## config.mk

```make
export PLATFORM = sky130hd
export DESIGN_NAME = alu_mul_seq_flat
export DESIGN_NICKNAME = d
export VERILOG_FILES = /design/src/rtl/alu_mul_seq_if.sv /design/src/rtl/alu_mul_seq.sv /design/src/flat_wrapper.sv
export SDC_FILE = /design/constraint.sdc
export NUM_CORES = 1
export LEC_CHECK = 0
export BUFFER_PORTS_ARGS = -buffer_cell sky130_fd_sc_hd__buf_2
export CAP_MARGIN = 20
export CORE_MARGIN = 2
export CORE_UTILIZATION = 56
export DETAILED_ROUTE_END_ITERATION = 10
export HOLD_SLACK_MARGIN = 0.02
export MAX_ROUTING_LAYER = met4
export PLACE_DENSITY = 0.86
export SKIP_CTS_REPAIR_TIMING = 1
export SLEW_MARGIN = 20
export SYNTH_ARGS = -nofsm -noshare
export SYNTH_HDL_FRONTEND = slang
export SYNTH_SLANG_ARGS = --single-unit
```

## constraint.sdc

```tcl
create_clock -name clock -period 3.3 [get_ports clock]
set_input_delay 0.33 -clock clock [delete_from_list [all_inputs] [get_ports clock]]
set_output_delay 0.33 -clock clock [all_outputs]
set_load 0.005 [all_outputs]
```

## src/rtl/alu_mul_seq_if.sv

```systemverilog
// alu_mul_seq_if
//   Bundles the multiply request/result signals and the shared-ALU borrow
//   signals of alu_mul_seq.
//   Request side : start, MulA, MulB in; busy, done, Product out.
//   ALU side     : AluGnt, AluOut in; AluSel, AluOp, AluA, AluB out.
//   Modport slave is the multiplier; modport master is whoever drives it.
//
// Handshakes:
//   - A multiply is accepted on a rising edge where start=1 and the block
//     is idle (busy=0). A start seen while busy is dropped, not queued.
//   - One shift-add step happens on each rising edge where AluSel=1 and
//     AluGnt=1. While AluGnt=0 the request and operands are held.
interface alu_mul_seq_if #(
  parameter int n = 32
);
  logic         start;
  logic [n-1:0] MulA;
  logic [n-1:0] MulB;
  logic         busy;
  logic         done;
  logic [n-1:0] Product;
  logic         AluGnt;
  logic [n-1:0] AluOut;
  logic         AluSel;
  logic [3:0]   AluOp;
  logic [n-1:0] AluA;
  logic [n-1:0] AluB;

  modport slave (
    input  start, MulA, MulB, AluGnt, AluOut,
    output busy, done, Product, AluSel, AluOp, AluA, AluB
  );

  modport master (
    output start, MulA, MulB, AluGnt, AluOut,
    input  busy, done, Product, AluSel, AluOp, AluA, AluB
  );
endinterface

```

## src/rtl/alu_mul_seq.sv

```systemverilog
// alu_mul_seq
//   Iterative shift-add multiplier that borrows a shared ALU (ADD) for the
//   accumulate step. It produces the low n bits of MulA*MulB. This result is
//   the same for signed and unsigned operands.
//   Ports:
//     clock     rising-edge clock
//     nReset    asynchronous active-low reset
//     mif       alu_mul_seq_if.slave (request/result and ALU borrow signals)
//     dbg_state current FSM state (0=IDLE, 1=RUN, 2=DONE)
module alu_mul_seq #(
  parameter int n = 32
) (
  input  logic               clock,
  input  logic               nReset,
  alu_mul_seq_if.slave       mif,
  output logic [1:0]         dbg_state
);

  localparam int CW = $clog2(n) + 1;
  localparam logic [CW-1:0] LAST = CW'(n - 1);

  typedef enum logic [1:0] {
    IDLE = 2'd0,
    RUN  = 2'd1,
    DONE = 2'd2
  } state_t;

  state_t        state;
  logic [n-1:0]  p;        // partial-product accumulator
  logic [n-1:0]  m;        // multiplicand, shifted left each step
  logic [n-1:0]  q;        // multiplier, shifted right each step
  logic [CW-1:0] count;
  logic [n-1:0]  product_q;
  logic          busy_q;
  logic          done_q;
  logic          sel_q;    // registered copy of (state == RUN)

  always_ff @(posedge clock or negedge nReset) begin
    if (!nReset) begin
      state     <= IDLE;
      p         <= '0;
      m         <= '0;
      q         <= '0;
      count     <= '0;
      product_q <= '0;
      busy_q    <= 1'b0;
      done_q    <= 1'b0;
      sel_q     <= 1'b0;
    end else begin
      case (state)
        IDLE: begin
          if (mif.start) begin
            p      <= '0;
            m      <= mif.MulA;
            q      <= mif.MulB;
            count  <= '0;
            state  <= RUN;
            busy_q <= 1'b1;
            sel_q  <= 1'b1;
          end
        end
        RUN: begin
          // No grant means nothing moves. The ALU inputs stay stable, so
          // the next granted cycle sees the same sum.
          if (mif.AluGnt) begin
            if (q[0]) p <= mif.AluOut;
            m     <= m << 1;
            q     <= q >> 1;
            count <= count + CW'(1);
            if (count == LAST) begin
              // The last add is still in flight in AluOut. Take it directly
              // rather than waiting a cycle for p to update.
              product_q <= q[0] ? mif.AluOut : p;
              state     <= DONE;
              sel_q     <= 1'b0;
              done_q    <= 1'b1;
            end
          end
        end
        DONE: begin
          state  <= IDLE;
          done_q <= 1'b0;
          busy_q <= 1'b0;
        end
        default: begin
          state  <= IDLE;
          done_q <= 1'b0;
          busy_q <= 1'b0;
          sel_q  <= 1'b0;
        end
      endcase
    end
  end

  // The ALU drive depends only on registered state, never on AluGnt.
  // This keeps any grant logic downstream of AluSel from forming a loop.
  assign mif.AluSel  = sel_q;
  assign mif.AluOp   = 4'd0;
  assign mif.AluA    = sel_q ? p : '0;
  assign mif.AluB    = sel_q ? m : '0;
  assign mif.busy    = busy_q;
  assign mif.done    = done_q;
  assign mif.Product = product_q;
  assign dbg_state   = state;

endmodule

```

## src/flat_wrapper.sv

```systemverilog
// flat-port wrapper written by rule: the top's interface ports become plain ports
module alu_mul_seq_flat 
#(
  parameter int n = 32
)
  (clock, nReset, dbg_state, mif_start, mif_MulA, mif_MulB, mif_AluGnt, mif_AluOut, mif_busy, mif_done, mif_Product, mif_AluSel, mif_AluOp, mif_AluA, mif_AluB);
  alu_mul_seq_if #(.n(n)) mif_i ();
  input  logic clock;
  input  logic nReset;
  output logic [1:0] dbg_state;
  input wire logic [$bits(mif_i.start)-1:0] mif_start;
  input wire logic [$bits(mif_i.MulA)-1:0] mif_MulA;
  input wire logic [$bits(mif_i.MulB)-1:0] mif_MulB;
  input wire logic [$bits(mif_i.AluGnt)-1:0] mif_AluGnt;
  input wire logic [$bits(mif_i.AluOut)-1:0] mif_AluOut;
  output wire logic [$bits(mif_i.busy)-1:0] mif_busy;
  output wire logic [$bits(mif_i.done)-1:0] mif_done;
  output wire logic [$bits(mif_i.Product)-1:0] mif_Product;
  output wire logic [$bits(mif_i.AluSel)-1:0] mif_AluSel;
  output wire logic [$bits(mif_i.AluOp)-1:0] mif_AluOp;
  output wire logic [$bits(mif_i.AluA)-1:0] mif_AluA;
  output wire logic [$bits(mif_i.AluB)-1:0] mif_AluB;
  assign mif_i.start = mif_start;
  assign mif_i.MulA = mif_MulA;
  assign mif_i.MulB = mif_MulB;
  assign mif_i.AluGnt = mif_AluGnt;
  assign mif_i.AluOut = mif_AluOut;
  assign mif_busy = mif_i.busy;
  assign mif_done = mif_i.done;
  assign mif_Product = mif_i.Product;
  assign mif_AluSel = mif_i.AluSel;
  assign mif_AluOp = mif_i.AluOp;
  assign mif_AluA = mif_i.AluA;
  assign mif_AluB = mif_i.AluB;
  alu_mul_seq #(.n(n)) u_core (.clock(clock), .nReset(nReset), .mif(mif_i), .dbg_state(dbg_state));
endmodule
```

* Yosys cells after proc, flatten, opt, wreduce, memory -nomap -nowiden
Cells that the tools add are included.
** Word-level totals
- Register bits after elaboration :: 139
- Logic and storage cells :: 54
- Output and inout bits :: 105
- Bits of input ports :: 100
** Cells by class
- Reduce and logical (&&, ||, !) cells :: 8
- Add/sub/neg operators :: 1
- Mux-type cells :: 27
- Bitwise gates (word level) :: 3
- Equal/unequal tests :: 6
** Operators with widths (count)
- $mux W32 :: 9
- $pmux W32 S2 :: 3
- $mux W6 :: 2
- $pmux W6 S2 :: 1
- $reduce_and A3 Y1 :: 4
- $add A6 B1 Y6 const B :: 1
- $eq A6 B5 Y1 const B :: 1
- $mux W2 :: 3
- $mux W1 :: 5
- $ne A2 B2 Y1 const B :: 2
- $pmux W1 S2 :: 2
- $pmux W2 S2 :: 1
- $reduce_and A4 Y1 :: 1
- $not A1 Y1 :: 3
- $pmux W1 S3 :: 1
- $eq A2 B1 Y1 const B :: 1
- $eq A2 B2 Y1 const B :: 1
- $logic_not A2 Y1 :: 1
- $ne A2 B1 Y1 const B :: 1
- $reduce_and A2 Y1 :: 1
- $reduce_bool A2 Y1 :: 1

* Depth between registers and ports, before layout
Gate-level depths: netlist of the first run.
- Depth after elaboration :: 4
- Depth in mapped cells :: 7
- Gate-level depth less buffers :: 4

* Least setup slack after synthesis of the first run
OpenSTA, ideal clock, no wires.
- Path kind :: register -> register
- Start point :: reg u_core.state[1] (netlist: u_core.dbg_state[1])
- End point :: reg u_core.product_q[10] (netlist: u_core.mif.Product[10])
- Path buffers :: 2
- Cell stages (with the launch flop) :: 6
- Arrival time :: 1646 ps
- Setup time :: 125 ps
- Clock period less this slack :: 1770 ps
- Setup slack :: 1530 ps
- Data required time :: 3175 ps
- Cell sequence :: dfrtp_1 buf_2 nand3b_4 nor4b_4 buf_4 mux2_2
** Between the ends
- Word-level cells in the longest chain between the ends :: 2
** RTL lines
- start, declared :: RTL line alu_mul_seq.sv:28 : state_t state;
- start signal, assigned :: RTL line alu_mul_seq.sv:40 : state <= IDLE;
- start signal, assigned :: RTL line alu_mul_seq.sv:57 : state <= RUN;
- start signal, assigned :: RTL line alu_mul_seq.sv:74 : state <= DONE;
- $eq A2 B1 Y1 :: RTL line alu_mul_seq.sv:50 : case (state)
- $reduce_and A3 Y1 (no source line)
- end signal, assigned :: RTL line alu_mul_seq.sv:73 : product_q <= q[0] ? mif.AluOut : p;
- end, declared :: RTL line alu_mul_seq.sv:33 : logic [n-1:0] product_q;
Every way passes these cells.
A chain may end at the register's enable or synchronous reset.

* Final worst setup path of the first run
- Start point :: reg u_core.sel_q (netlist: u_core.mif.AluSel)
- End point :: out mif_AluA[15]
** Between the ends
- Word-level cells in the longest chain between the ends :: 1
** RTL lines
- start, declared :: RTL line alu_mul_seq.sv:36 : logic sel_q;
- start signal, assigned :: RTL line alu_mul_seq.sv:48 : sel_q <= 1'b0;
- start signal, assigned :: RTL line alu_mul_seq.sv:59 : sel_q <= 1'b1;
- start signal, assigned :: RTL line alu_mul_seq.sv:75 : sel_q <= 1'b0;
- $mux W32 :: RTL line alu_mul_seq.sv:99 : assign mif.AluA = sel_q ? p : '0;
- end, declared :: RTL line flat_wrapper.sv:21 : output wire logic [$bits(mif_i.AluA)-1:0] mif_AluA;
Every way passes these cells.

==> run summary, run 1 <==
IO Count = 205
Average size of a mapped cell = 11.53 sq um
P_sw = 2.223 mW
Die W = 113.6 um
Seq pwr share = 0.382
Die height = 113.6 um
Initial DRC Count = 300
Peak supply drop = 0.3430 mV
Final Routed Wirelength = 16310 um
Met2 WL = 7887 um
Wirelength per Cell = 17.65 um
Final Wtd Congestion = 0.8351
H-tree level count = 4
Finished Layout Cells = 924
TNS Setup = 0 ns
Vias per inst = 5.776
Tightest Pin Transition = 0.8234 ns
PortBufs = 200
Area delta synth->final = 24.31%
Clock Pin Slew Worst Setup and Hold Paths = 0.05 ns
Switching Share = 0.3205
Period utilization = 0.7032
Internal Power = 4.714 mW
Lkg Pwr = 4.144 nW
Crit path launch type = register
RR Endpoint = u_core.m[31]$_DFFE_PN0P_
GRT Overall Usage = 0.2642
Setup crit start = u_core.mif.AluSel$_DFFE_PN0P_
Metal-1 WL = 7071 um
Routed wl met3 = 1136 um
Post-synth EDFFs = 0
Critical path type = reg2out
Final hold vios = 0
Root Buffer = clkbuf_16
Synth Flop Type = dfrtp_1
Sequential area share after synthesis = 0.5174
Worst setup path endpoint = mif_AluA[15]
Fin util = 0.7045
Status = finished clean
Layout cell share with drive strength beyond 1 = 0.4052
Slew Limit Fails = 0
Synth Warn # = 0
Clk pwr share = 0.281
Worst-skew pair later-pin latency = 0.42 ns
Synth Cell Area = 6723 sq um
Worst Setup End Kind = output port
Placement Cell Area = 7745 sq um
DP HPWL = 10950 um
Placed cells = 891
Pin count of the biggest net entering global routing = 94
R2R Path Start = u_core.dbg_state[0]$_DFFE_PN0P_
Antenna violations before repair = 2
Logic gate share of total power = 0.337
Reg2reg path depth = 4
Final nets = 864
Final-report setup violation count = 0
CTS Sinks = 139
DR vias = 5337
Core area = 11860 sq um
Maximum Capacitance Violations = 0
Min-Delay Path Class = in2async
First-pass GRT wire length = 26160 um
FP Rows = 40
Crit-path max FO = 45
Synth cell types = 34
CP Data Required Time = 2.97 ns
Die ar. = 12900 sq um
Final Skew = 0.008720 ns
Peak Freq = 430.9 MHz
Clock Path Buffers = 2
Top sig layer = met4
Initial core utilization = 0.5668
Register-to-Register Setup Slack = 1.12 ns
Post-synthesis async set-or-reset flop share = 1.000
CTS Buf Count = 17
Global route overflow = 0
Cell area after layout = 8357 sq um
Yosys reg bits = 139
TritonRoute pass-1 iters = 5
Hold WS = 0.0002943 ns
Fin crit period = 2.321 ns
Max-slew headroom = 0.4511
Post-DRT Antenna Nets = 0
CTS tree = done
Unrepaired setup endpoints after global routing = no
Vias in the first global route = 5346
Drt drc = 0
Mapped Cells = 583
Power Dens Cells = 830.1 nW/um^2
Arrival time worst endpoint = 1.99 ns
## metal layers
metal  global-route usage  vias to the layer above
li1                     -                     2450
met1               0.3415                     2643
met2               0.4120                      224
met4              0.08537                        0
met5                    -                        -
met3              0.06961                       20
## worst max-delay path: stages, from the launching register on
cell	delay [ns]
dfrtp_1	0.78
buf_4	0.45
and2_1	0.20
buf_2	0.12
## Yosys cell counts (all sizes together), types with 4 or more instances
master	count	share of area
a22o	35	0.046
clkbuf	25	0.014
o21ai	65	0.048
and2	65	0.061
nand2b	4	0.0037
nor2	4	0.0022
nand3	65	0.048
inv	4	0.0022
mux2	66	0.11
mux2i	61	0.091
dfrtp	139	0.52
buf	29	0.028
## area by class of cell
class	count	area, sq um
repair buffers	212	1097
inverters	4	15.01
clock inverters	6	110.1
diodes	2	5.005
well taps	147	183.9
multi-input cells	389	2972
fillers	886	3505
clock buffers	25	495.5
flip-flops and latches	139	3478
## placed cells by master, fill, tap and decap left out, types with 2 or more instances in the layout
cell type	n
buf_2	199
dfrtp_1	139
mux2_2	66
nand3_1	65
and2_1	64
mux2i_1	61
o21ai_0	60
a22o_1	35
clkbuf_16	17
buf_4	12
o21ai_1	5
inv_1	4
conb_1	4
clkbuf_1	4
clkbuf_8	4
nand2b_1	3
nor2_1	3
nand2_1	3
bufinv_16	3
diode_2	2
o311ai_0	2
a21oi_1	2
clkinvlp_4	2
## logic make-up (layout without fill, tap and decap cells)
kind of cell / after synthesis / in the layout / synth area share
and+or+nand+nor: 148 / 148 / 0.1297
DFF: 139 / 139 / 0.5174
muxes: 127 / 127 / 0.2014
AOI/OAI and AO/OA: 108 / 108 / 0.1039
buffers and inverters: 58 / 247 / 0.04392
adders and majority gates: 1 / 1 / 0.001861
other: 1 / 6 / 0.0005578
xor gates and xnor gates: 1 / 1 / 0.001303
## power groups by stage
stage	clock network (mW)	registers [mW]	logic (mW)
after floorplan	0	2.52	1.64
after global placement	0	2.63	2.25
after detailed placement	0	2.65	2.35
after CTS	1.98	2.64	2.37
after global routing	2.06	2.72	2.59
final	1.95	2.65	2.34
## worst min-delay path by stage
stage                     slack [ns]                          end  startpoint  depth (start not counted)
after floorplan                 0.03  u_core.count[0]$_DFFE_PN0P_      nReset                          0
after global placement          0.45      u_core.m[5]$_DFFE_PN0P_      nReset                          1
after detailed placement        0.47      u_core.m[4]$_DFFE_PN0P_      nReset                          1
after CTS                       0.03      u_core.m[4]$_DFFE_PN0P_      nReset                          1
after global routing            0.06      u_core.m[5]$_DFFE_PN0P_      nReset                          1
final                         0.0003      u_core.m[4]$_DFFE_PN0P_      nReset                          1
## state kept, by name (all words and copies together), names as in the netlist
name / count
u_core.mif.done: 1
u_core.mif.busy: 1
u_core.count: 6
u_core.q: 32
u_core.m: 32
u_core.p: 32
u_core.mif.AluSel: 1
u_core.dbg_state: 2
u_core.mif.Product: 32
## through the flow
stage	total power, mW	worst slack (ns)
3_5_place_dp	5.007	1.124
4_1_cts	6.988	0.9283
6_report	6.937	0.9793
5_1_grt	7.364	0.8353
2_1_floorplan	4.161	1.530
3_3_place_gp	4.877	1.193
No activity file was read; power rests on OpenSTA's default activity.
==> inputs of run 2 (changes only) <==
- ABC_AREA: default -> 1
- CORE_UTILIZATION: 56 -> 52
- PLACE_DENSITY: 0.86 -> 0.8
- clock period: 3.3 -> 2.2 ns (I/O delays scaled with it)
==> run 2 against run 1 <==
Against the previous run:
- cell count is 30% higher
- via count grew 14%
- utilization shrank 3.3 points
- total power increased by 67%
- global-route usage shrank 2.1 points
- clock skew decreased by 0.0027 ns
- non-clock buffer count rose by 4
- critical path type unchanged
- clock power rose by 49%
- area after synthesis grew 1.8%
- combinational power is 100% higher
- register-to-register slack lost 0.72 ns
- synthesized cell count grew 44%
==> run summary, run 2 <==
Status = finished clean
CP Cell Sequence = buf_4, nand2_1, inv_1, buf_2
Initial DRC Count = 479
Maximum Capacitance Violations = 0
DR vias = 6064
Vias in the first global route = 5618
Die height = 118.7 um
Antenna Cells = 0
Synth area leader = dfrtp_1
Tightest Pin Transition = 0.6091 ns
Register-to-Register Setup Slack = 0.40 ns
IO Count = 205
Worst-skew pair later-pin latency = 0.42 ns
Power Dens Cells = 1359 nW/um^2
Crit-path max FO = 23
CTS tree = done
TritonRoute pass-1 iters = 7
Mapped Cells = 838
Unrepaired setup endpoints after global routing = no
Root Buffer = clkbuf_16
Total power = 11.60 mW
Wirelength per Cell = 13.40 um
Post-DRT Antenna Nets = 0
Clock Path Buffers = 2
Final-report setup violation count = 0
CP max stage delay = 0.70 ns
Placed cells = 1169
Lkg Pwr = 4.913 nW
Yosys reg bits = 139
Final hold vios = 0
Vias per inst = 5.045
Critical path type = reg2out
Clock Pin Slew Worst Setup and Hold Paths = 0.06 ns
First-pass GRT wire length = 26700 um
Ranking of synthesized cells by area = dfrtp_1, nand2_1, inv_1
Die ar. = 14090 sq um
CTS Sinks = 139
Peak supply drop = 0.6689 mV
Area delta synth->final = 24.80%
Final Skew = 0.005972 ns
GRT Overall Usage = 0.2430
Peak Freq = 525.3 MHz
Average size of a mapped cell = 8.164 sq um
Top post-synthesis cells by count = nand2_1, inv_1, dfrtp_1
Most frequent cell after synthesis = nand2_1
Period utilization = 0.8654
Synth Flop Type = dfrtp_1
Met3 Use GR = 0.04585
H-tree level count = 4
Worst path slowest cell = dfrtp_2
Core area = 12720 sq um
Synth Cell Area = 6842 sq um
Post-synth EDFFs = 0
CTS Buf Count = 17
Most frequent cells in the layout = nand2_1, buf_2, inv_1, dfrtp_1, o21ai_1
Seq pwr share = 0.338
PortBufs = 200
Die W = 118.7 um
CP Data Required Time = 1.98 ns
DP HPWL = 10760 um
Final nets = 1118
Pin count of the biggest net entering global routing = 128
Max-slew headroom = 0.5939
Fin crit period = 1.904 ns
Met1 Usage GRT = 0.3190
Logic gate share of total power = 0.411
Final Routed Wirelength = 16110 um
Synth cell types = 26
Arrival time worst endpoint = 1.68 ns
TNS Setup = 0 ns
Global route overflow = 0
Worst Setup End Kind = output port
Met2 usage = 0.3757
Hold WS = 0.04252 ns
P_sw = 4.494 mW
Crit path launch type = register
Most frequent standard cell in the layout excluding fill and tap cells = nand2_1
Drt drc = 0
Clk pwr share = 0.251
Top-area cell type share of the netlist area = 0.5084
Post-synthesis async set-or-reset flop share = 1.000
Internal Power = 7.110 mW
Fin util = 0.6711
FP Rows = 41
Min-Delay Path Class = in2reg
Sequential area share after synthesis = 0.5084
Finished Layout Cells = 1202
Grt peak-use layer = met2
Synth Warn # = 0
Antenna violations before repair = 0
Switching Share = 0.3873
Slew Limit Fails = 0
Layout cell share with drive strength beyond 1 = 0.2592
Initial core utilization = 0.5378
Final Wtd Congestion = 0.8470
-- run 2: per-layer routing --
layer,vias up,wire [um]
met5,-,0
met4,0,301
met3,23,906
met2,207,7606
met1,2801,7293
li1,3033,-
-- run 2: final timing paths --
| kind | start | to | depth (start not counted) |
|---|---|---|---|
| worst max-delay path | u_core.mif.AluSel$_DFFE_PN0P_ | mif_AluB[5] | 4 |
| worst min-delay path | mif_MulB[31] | u_core.q[31]$_DFFE_PN0P_ | 3 |
| worst max register to register | u_core.count[0]$_DFFE_PN0P_ | u_core.mif.Product[22]$_DFFE_PN0P_ | 7 |
| worst min register to register | u_core.mif.busy$_DFFE_PN0P_ | u_core.mif.busy$_DFFE_PN0P_ | 2 |
| max in group asynchronous | nReset | u_core.mif.Product[0]$_DFFE_PN0P_ | 3 |
| min in group asynchronous | nReset | u_core.mif.Product[11]$_DFFE_PN0P_ | 2 |
-- run 2: cell families after synthesis --
kind of cell,Yosys count,synth area share
compound gates,229,0.2030
flops,139,0.5084
fa+ha+maj,1,0.001829
other cells,1,0.0005481
simple gates,240,0.1390
buf+inv,228,0.1472
-- run 2: metrics by stage --
stage                     instance area [sq um]  setup WS, ns
final                                      8538        0.2962
after global routing                       8538        0.1744
after CTS                                  8528        0.2625
after detailed placement                   7916        0.4583
after global placement                     7916        0.5292
after floorplan                            6853        0.7395
-- run 2: final cells by class --
class / instances / area [sq um]
clock buffers: 20 / 466.7
clock inverters: 12 / 145.1
fillers: 1102 / 4184
inverters: 169 / 634.4
multi-input cells: 474 / 2367
flip-flops and latches: 139 / 3480
well taps: 172 / 215.2
repair buffers: 216 / 1230
-- run 2: power groups by stage --
stage	clock, mW	combinational (mW)	sequential, mW
global route	3.11	5.47	4.04
finish	2.91	4.77	3.92
detailed placement	0	4.76	3.95
global placement	0	4.64	3.92
CTS	2.96	4.81	3.92
floorplan	0	3.63	3.77
-- run 2: critical path, delay by kind of cell (launching register included) --
family	cells	cell delay (ns)
AND/OR/NAND/NOR	1	0.08
buffers and inverters	3	0.47
flip-flops	1	0.70
==> inputs of run 3 (changes only) <==
- ABC_AREA: 1 -> default
- MAX_ROUTING_LAYER: met4 -> default
- PLACE_DENSITY: 0.8 -> 0.81
==> run 3 against run 2 <==
Against the previous run:
- clock power down 4%
- critical path depth shrank 1
- largest cell class unchanged
- clock skew hardly changed
- critical endpoint is now u_core.p[19]$_DFFE_PN0P_
- global-route usage shrank 0.29 points
==> run summary, run 3 (same netlist as run 1, synthesis figures left out) <==
CTS tree = done
IO Count = 205
Worst Setup End Kind = register
CTS Sinks = 139
H-tree level count = 4
CTS Buf Count = 17
PortBufs = 200
DR vias = 5193
Max-slew headroom = 0.2789
Worst hold start = mif_MulB[31]
Setup crit start = u_core.dbg_state[0]$_DFFE_PN0P_
Period utilization = 0.8567
Slew Limit Fails = 0
Vias in the first global route = 5506
Die W = 117.7 um
CP Cell Sequence = nand2b_1, a21o_1, a22o_1
Tightest Pin Transition = 1.082 ns
Drt drc = 0
Peak supply drop = 0.5968 mV
Min-Delay Path Class = in2reg
Die height = 117.7 um
Core area = 12620 sq um
Layout cell share with drive strength beyond 1 = 0.4100
Critical path type = reg2reg
Vias per inst = 5.426
Family with the most delay on the worst path = compound AO/OA/AOI/OAI gates
Fin crit period = 1.885 ns
Wirelength per Cell = 16.78 um
Power Dens Cells = 1221 nW/um^2
CP Data Required Time = 2.54 ns
FP Rows = 41
Final Wtd Congestion = 0.7869
Most frequent standard cell in the layout excluding fill and tap cells = buf_2
Peak Freq = 530.6 MHz
Clock Path Buffers = 2
CP Buf/Inv Count = 0
R2R Path Start = u_core.dbg_state[0]$_DFFE_PN0P_
Final-report setup violation count = 0
Lkg Pwr = 4.190 nW
Initial DRC Count = 318
Die ar. = 13850 sq um
Crit-path max FO = 32
Unrepaired setup endpoints after global routing = no
Status = finished clean
Worst-skew pair later-pin latency = 0.41 ns
First-pass GRT wire length = 26850 um
Initial core utilization = 0.5327
Post-DRT Antenna Nets = 0
Global route overflow = 0
Antenna violations before repair = 1
Worst path slowest cell = a21o_1
Final nets = 871
Final Routed Wirelength = 16060 um
CP max stage delay = 0.83 ns
DP HPWL = 11110 um
TritonRoute pass-1 iters = 4
Maximum Capacitance Violations = 0
Clock Pin Slew Worst Setup and Hold Paths = 0.06 ns
Area delta synth->final = 25.59%
Pin count of the biggest net entering global routing = 69
Crit path launch type = register
Final hold vios = 0
Root Buffer = clkbuf_16
Fin util = 0.6690
Arrival time worst endpoint = 2.22 ns
GRT Overall Usage = 0.2401
Most frequent cells in the layout = buf_2, dfrtp_1, mux2_2, nand3_1, and2_1
TNS Setup = 0 ns
Final Skew = 0.006008 ns
-- run 3: worst paths after layout --
check                                              endpoint  slack [ns]  cells past startpoint
worst min-delay path               u_core.q[31]$_DFFE_PN0P_        0.04                      2
max in group asynchronous          u_core.p[15]$_DFFE_PN0P_        1.10                      3
worst max register to register     u_core.p[19]$_DFFE_PN0P_        0.32                      3
worst max-delay path               u_core.p[19]$_DFFE_PN0P_        0.32                      3
min in group asynchronous           u_core.m[6]$_DFFE_PN0P_        0.33                      2
worst min register to register  u_core.count[4]$_DFFE_PN0P_        0.49                      1
-- run 3: final cells by class --
class,instances,area [sq um]
diodes,2,5.005
clock buffers,24,491.7
clock inverters,8,90.09
fillers,982,4177
inverters,4,15.01
multi-input cells,389,2970
flip-flops and latches,139,3478
well taps,172,215.2
repair buffers,219,1177
-- run 3: power breakdown --
part           internal [mW]  switching, mW
combinational           1.85           1.73
sequential              3.36          0.575
clock                   1.78           1.01
total                   6.99           3.32
-- run 3: through the flow --
step / area (sq um) / cells / worst slack [ns] / power [mW] / hold WS, ns
after floorplan: 6734 / 586 / 0.4298 / 6.241 / -0.07559
after global placement: 7846 / 922 / 0.3582 / 7.379 / 0.1975
after detailed placement: 7846 / 922 / 0.3378 / 7.576 / 0.2060
after CTS: 8428 / 954 / 0.2792 / 10.41 / -0.2348
after global routing: 8438 / 955 / 0.1873 / 11.01 / 0.03306
final: 8443 / 957 / 0.3153 / 10.31 / 0.03635
-- run 3: worst register-to-register path: stages (launching register included) --
cell and delay, ns:
dfrtp_1 0.54, nand2b_1 0.18, a21o_1 0.83, a22o_1 0.27
-- run 3: per-layer routing --
layer | vias up | routed length, um | global-route usage
li1 | 2464 | - | -
met1 | 2518 | 6979 | 0.3083
met2 | 185 | 7632 | 0.3837
met3 | 24 | 1193 | 0.07558
met4 | 2 | 243 | 0.08810
met5 | - | 13 | 0
